===== src/rtl/aes_v3_iter.sv =====
// aes_v3_iter: AES SubBytes / MixColumns round unit, forward or inverse.
// SubBytes is iterated over SBOXES shared S-box lanes; MixColumns is single-cycle.
//
// state | meaning
// IDLE  | waiting for valid; substitutes chunk 0 or computes MixColumns on start
// SUB   | substituting chunk <count>; valid low aborts back to IDLE
// DONE  | ready pulse; rd already holds the result
module aes_v3_iter #(
    parameter int XLEN   = 32,
    parameter int SBOXES = 1
) (
    input  logic            g_clk,
    input  logic            g_resetn,
    input  logic            valid,
    input  logic            op_sub,
    input  logic            op_enc,
    input  logic            op_rot,
    input  logic [XLEN-1:0] rs1,
    input  logic [XLEN-1:0] rs2,
    output logic            ready,
    output logic [XLEN-1:0] rd
);

    localparam int N  = XLEN / (8 * SBOXES);
    localparam int CW = (N > 1) ? $clog2(N) : 1;
    localparam int NW = XLEN / 32;

    typedef enum logic [1:0] {
        IDLE = 2'd0,
        SUB  = 2'd1,
        DONE = 2'd2
    } state_t;

    state_t          state, state_nxt;
    logic [CW-1:0]   count, count_nxt;
    logic [XLEN-1:0] acc, acc_nxt;
    logic [XLEN-1:0] chunk_acc, mix_res, sub_fin;
    logic            last_chunk;
    logic            load_rd;

    function automatic logic [7:0] xt(input logic [7:0] a);
        return {a[6:0], 1'b0} ^ (a[7] ? 8'h1b : 8'h00);
    endfunction

    function automatic logic [7:0] gf_mul(input logic [7:0] a, input logic [7:0] b);
        logic [7:0] r;
        logic [7:0] p;
        r = 8'h00;
        p = a;
        for (int i = 0; i < 8; i++) begin
            if (b[i]) r = r ^ p;
            p = xt(p);
        end
        return r;
    endfunction

    // a^254 is the multiplicative inverse in GF(2^8) and maps 0 to 0
    function automatic logic [7:0] gf_inv(input logic [7:0] a);
        logic [7:0] r;
        logic [7:0] p;
        r = 8'h01;
        p = a;
        for (int i = 1; i < 8; i++) begin
            p = gf_mul(p, p);
            r = gf_mul(r, p);
        end
        return r;
    endfunction

    function automatic logic [7:0] sbox_fwd(input logic [7:0] x);
        logic [7:0] b;
        b = gf_inv(x);
        return b ^ {b[6:0], b[7]} ^ {b[5:0], b[7:6]} ^ {b[4:0], b[7:5]}
                 ^ {b[3:0], b[7:4]} ^ 8'h63;
    endfunction

    function automatic logic [7:0] sbox_inv(input logic [7:0] x);
        return gf_inv({x[6:0], x[7]} ^ {x[4:0], x[7:5]} ^ {x[1:0], x[7:2]} ^ 8'h05);
    endfunction

    // Inverse MixColumn = forward MixColumn after a cheap {04,00,05,00} pre-mix
    function automatic logic [31:0] mix_col(input logic [31:0] w, input logic enc);
        logic [7:0] a0, a1, a2, a3, u, v;
        a0 = w[7:0];
        a1 = w[15:8];
        a2 = w[23:16];
        a3 = w[31:24];
        if (!enc) begin
            u  = xt(xt(a0 ^ a2));
            v  = xt(xt(a1 ^ a3));
            a0 = a0 ^ u;
            a2 = a2 ^ u;
            a1 = a1 ^ v;
            a3 = a3 ^ v;
        end
        return {xt(a3 ^ a0) ^ a0 ^ a1 ^ a2,
                xt(a2 ^ a3) ^ a3 ^ a0 ^ a1,
                xt(a1 ^ a2) ^ a2 ^ a3 ^ a0,
                xt(a0 ^ a1) ^ a1 ^ a2 ^ a3};
    endfunction

    assign last_chunk = (count == CW'(N - 1));
    assign ready      = (state == DONE);

    // Substitute the SBOXES bytes of the chunk selected by the counter
    always_comb begin
        chunk_acc = acc;
        for (int j = 0; j < SBOXES; j++) begin
            chunk_acc[(int'(count) * SBOXES + j) * 8 +: 8] =
                op_enc ? sbox_fwd(rs1[(int'(count) * SBOXES + j) * 8 +: 8])
                       : sbox_inv(rs1[(int'(count) * SBOXES + j) * 8 +: 8]);
        end
    end

    // Per-word MixColumns and the final rotate/key-XOR applied on the rd load
    always_comb begin
        mix_res = '0;
        sub_fin = '0;
        for (int w = 0; w < NW; w++) begin
            mix_res[32*w +: 32] = mix_col(rs1[32*w +: 32], op_enc);
            sub_fin[32*w +: 32] = (op_rot ? {chunk_acc[32*w +: 8], chunk_acc[32*w+8 +: 24]}
                                          : chunk_acc[32*w +: 32]) ^ rs2[32*w +: 32];
        end
    end

    // Next-state, counter and accumulator control
    always_comb begin
        state_nxt = state;
        count_nxt = count;
        acc_nxt   = acc;
        load_rd   = 1'b0;
        case (state)
            IDLE: begin
                count_nxt = '0;
                if (valid) begin
                    if (op_sub) begin
                        acc_nxt = chunk_acc;
                        if (last_chunk) begin
                            state_nxt = DONE;
                            load_rd   = 1'b1;
                        end else begin
                            state_nxt = SUB;
                            count_nxt = count + CW'(1);
                        end
                    end else begin
                        acc_nxt   = mix_res;
                        state_nxt = DONE;
                        load_rd   = 1'b1;
                    end
                end
            end
            SUB: begin
                if (!valid) begin
                    state_nxt = IDLE;
                    count_nxt = '0;
                end else begin
                    acc_nxt = chunk_acc;
                    if (last_chunk) begin
                        state_nxt = DONE;
                        load_rd   = 1'b1;
                    end else begin
                        count_nxt = count + CW'(1);
                    end
                end
            end
            DONE: begin
                state_nxt = IDLE;
                count_nxt = '0;
            end
            default: begin
                state_nxt = IDLE;
                count_nxt = '0;
            end
        endcase
    end

    // State, counter and accumulator registers
    always_ff @(posedge g_clk or negedge g_resetn) begin
        if (!g_resetn) begin
            state <= IDLE;
            count <= '0;
            acc   <= '0;
        end else begin
            state <= state_nxt;
            count <= count_nxt;
            acc   <= acc_nxt;
        end
    end

    // Result register, written only on the transition into DONE
    always_ff @(posedge g_clk or negedge g_resetn) begin
        if (!g_resetn) begin
            rd <= '0;
        end else if (load_rd) begin
            rd <= op_sub ? sub_fin : mix_res;
        end
    end

endmodule


===== config.mk =====
export PLATFORM = sky130hd
export DESIGN_NAME = aes_v3_iter
export DESIGN_NICKNAME = d
export VERILOG_FILES = /design/src/rtl/aes_v3_iter.sv
export SDC_FILE = /design/constraint.sdc
export NUM_CORES = 2
export LEC_CHECK = 0
export CAP_MARGIN = 20
export CORE_MARGIN = 1
export CORE_UTILIZATION = 41
export CTS_BUF_LIST = sky130_fd_sc_hd__clkbuf_8
export DETAILED_ROUTE_END_ITERATION = 7
export GPL_TIMING_DRIVEN = 0
export PLACE_DENSITY = 0.63
export SETUP_SLACK_MARGIN = 0.3
export SLEW_MARGIN = 20
export SYNTH_ARGS = -nofsm -noshare
export SYNTH_HDL_FRONTEND = slang
export SYNTH_SLANG_ARGS = --single-unit

===== constraint.sdc =====
create_clock -name g_clk -period 35.6 [get_ports g_clk]
set_input_delay 5.34 -clock g_clk [delete_from_list [all_inputs] [get_ports g_clk]]
set_output_delay 5.34 -clock g_clk [all_outputs]
set_load 0.05 [all_outputs]

==> results_dict.tcl <==
set metrics [dict create \
    worstHoldPathType "reg -> reg" \
    fill_cells 8817 \
    r2r_cells 73 \
    wl_mm 118 \
    clk_path_buf_depth 2 \
    async_flop_share 1.00 \
    start_util 0.417 \
    fin_crit_sh 0.793 \
    synth_top_area_share 0.229 \
    status "complete, no violations" \
    overflow 0 \
    synthCells 4607 \
    antenna_found_initial 20 \
    ys_top_cells_by_area "xnor2_1 (23%), xnor3_1 (11%), nor2_1 (7.0%)" \
    crit_top_cell "buf_2" \
    gp_congestion 0.958 \
    synth_area_um2 35700 \
    synth_top_family_by_area "XOR/XNOR gates" \
    critPathKind "in -> reg" \
    drc 0 \
    dp_hpwl_mm 92.3 \
    die_w_um 297 \
    port_buffers 101 \
    min_path_cells 2 \
    cts_tree "yes" \
    grt_max_degree 49 \
    crit_path_max_fanout 10 \
    holdPathEnd "acc[24]" \
    postRouteAntennaNets 0 \
    grt_pass1_vias 32000 \
    dieArea_um2 88300 \
    ys_ff_latch 68 \
    reg2reg_to "rd[1]" \
    seqCellArea_um2 1700 \
    drv_cap 0 \
    reg2reg_slack_ps 12300 \
    synthesis.nets 4696 \
    clk_pin_slew_ps 80 \
    synth_cell_types 117 \
    cp.arrival_ps 28500 \
    grt_pass1_wl_mm 185 \
    clk_latency_ps 380 \
    grtUsageTotal 0.259 \
    hold_buffers 0 \
    synth_top_area_cell "xnor2_1" \
    synth_most_common_cell "xnor2_1" \
    cts_buffers 9 \
    synth_compound_gate_area_share 0.177 \
    drt_iter0_markers 3402 \
    timing.fmax_mhz 35.4 \
    cts-resized-gates 0 \
    synth-edff-count 0 \
    finalSetupViolCount 0 \
    synth_ff_type "dfrtp_1" \
    num_rows 107 \
    syn_area_per_cell_um2 7.75 \
    yosys_warnings 0 \
    h-tree-depth 3 \
    multi_input_area_um2 32500 \
    crit_slowest_cell "xnor2_1" \
    relSlewSlack 0.225 \
    max_stage_delay_ps 740 \
    worst_pin_slew_ps 1150 \
    firstDrtPassIters 6 \
    end_kind "flip-flop" \
    ys_seq_area_frac 0.0477 \
    required_ps 35870 \
    clock-root-buffer "clkbuf_8" \
    rr_startpoint "count[0]" \
    num_io_pins 103 \
    hold_viol 0 \
    fin_setup_tns_ps 0 \
    synth_xor_area_frac 0.476 \
    core-area_um2 85700 \
    nets 4809 \
    holdWs_ps 475 \
    maxSlewViolCount 0 \
    rsz0062_at_grt "false" \
    die_h_um 297 \
    wl_per_cell_um 20.1 \
    layout-drive-gt1-share 0.0760 \
    synthMuxAreaShare 0.0509 \
    synth_simple_gate_area_frac 0.199 \
    min_from "acc[24]" \
    routed_via_density 5.79 \
    cts.sinks 68 \
    synth-adder-area-share 0.00694 \
    syn2layout_area_growth_pct 7.65 \
    postCtsSetupBuffers 0 \
    timing.final.crit_period_ps 28230 \
    synth_common_cells "xnor2_1 (935), nor2_1 (668), nand2_1 (412)" \
    start_kind "input port" \
    clock_skew_ps 13.5 \
    vias 34000 \
]
[registers in the layout (all words and copies together) (netlist names)]
name	cells
rd	32
acc	32
count	2
state	2
[per-layer routing]
layer	global-route usage	vias to the layer above	wire (µm)
li1	-	16200	-
met1	0.357	16200	51800
met2	0.413	1401	53000
met3	0.0406	242	9760
met4	0.0777	24	3680
met5	0	-	132
[worst max-delay path, delay by kind of cell]
kind	cells	cell delay (ps)
adders and majority gates	4	1370
muxes	7	2640
buffers and inverters	19	5560
AOI/OAI and AO/OA	15	4170
and+or+nand+nor	13	2790
xor gates and xnor gates	15	6550
[layout make-up]
type | instances | area share
multi-input cells | 4186 | 0.846
inverters | 67 | 0.00654
clock buffers | 11 | 0.00394
flip-flops and latches | 68 | 0.0443
diodes | 11 | 0.000716
plain buffers | 286 | 0.0337
well taps | 1144 | 0.0372
repair buffers | 102 | 0.0270
clock inverters | 3 | 0.00101
[logic make-up after synthesis]
logic type               Yosys count
multiplexers                     161
AO/OA/AOI/OAI                    931
adder cells (fa/ha/maj)           20
AND/OR/NAND/NOR                 1596
flip-flops                        68
XOR/XNOR                        1478
buffers and inverters            353
[worst max path at each step]
stage,from,endpoint,slack [ps],cells past startpoint
5_1_grt,rs1[31],rd[18],6430,73
3_5_place_dp,rs1[31],rd[1],7500,73
6_report,rs1[31],rd[1],7370,73
2_1_floorplan,rs1[31],rd[1],12280,71
3_3_place_gp,rs1[31],rd[1],7640,72
4_1_cts,rs1[31],rd[1],7790,73
[cell usage in the layout (no fill, tap or decap), types with 22 or more instances in the layout]
cell,netlist,routed
a211oi_1,42,42
a21oi_1,220,220
a221oi_1,32,32
a22oi_1,26,26
a31oi_1,37,37
and2_1,35,35
and3_1,25,25
buf_2,61,61
clkbuf_1,178,178
clkdlybuf4s50_1,0,100
dfrtp_1,68,68
inv_1,53,54
mux2_2,31,31
mux2i_1,113,113
nand2_1,412,412
nand2b_1,61,61
nand3_1,92,92
nor2_1,668,668
nor2b_1,50,50
nor3_1,135,135
o211ai_1,40,40
o21ai_0,188,188
o21ai_1,22,22
o22ai_1,62,62
or3_1,22,22
xnor2_1,935,930
xnor2_2,62,67
xnor3_1,171,171
xnor3_2,24,24
xor2_1,225,224
xor3_1,22,22
[per-stage QoR]
step	cell area, µm²	worst slack [ps]	instances	util
after floorplan	35700	12280	4607	-
after global placement	38200	7640	5852	0.445
after detailed placement	38200	7500	5853	0.446
after CTS	38400	7790	5867	0.448
after global routing	38400	6430	5871	0.448
final	38400	7370	5878	0.449
Power is left out: the tool's default activity adds up to more than one toggle a clock period on the data nets, which glitch-free logic cannot reach.
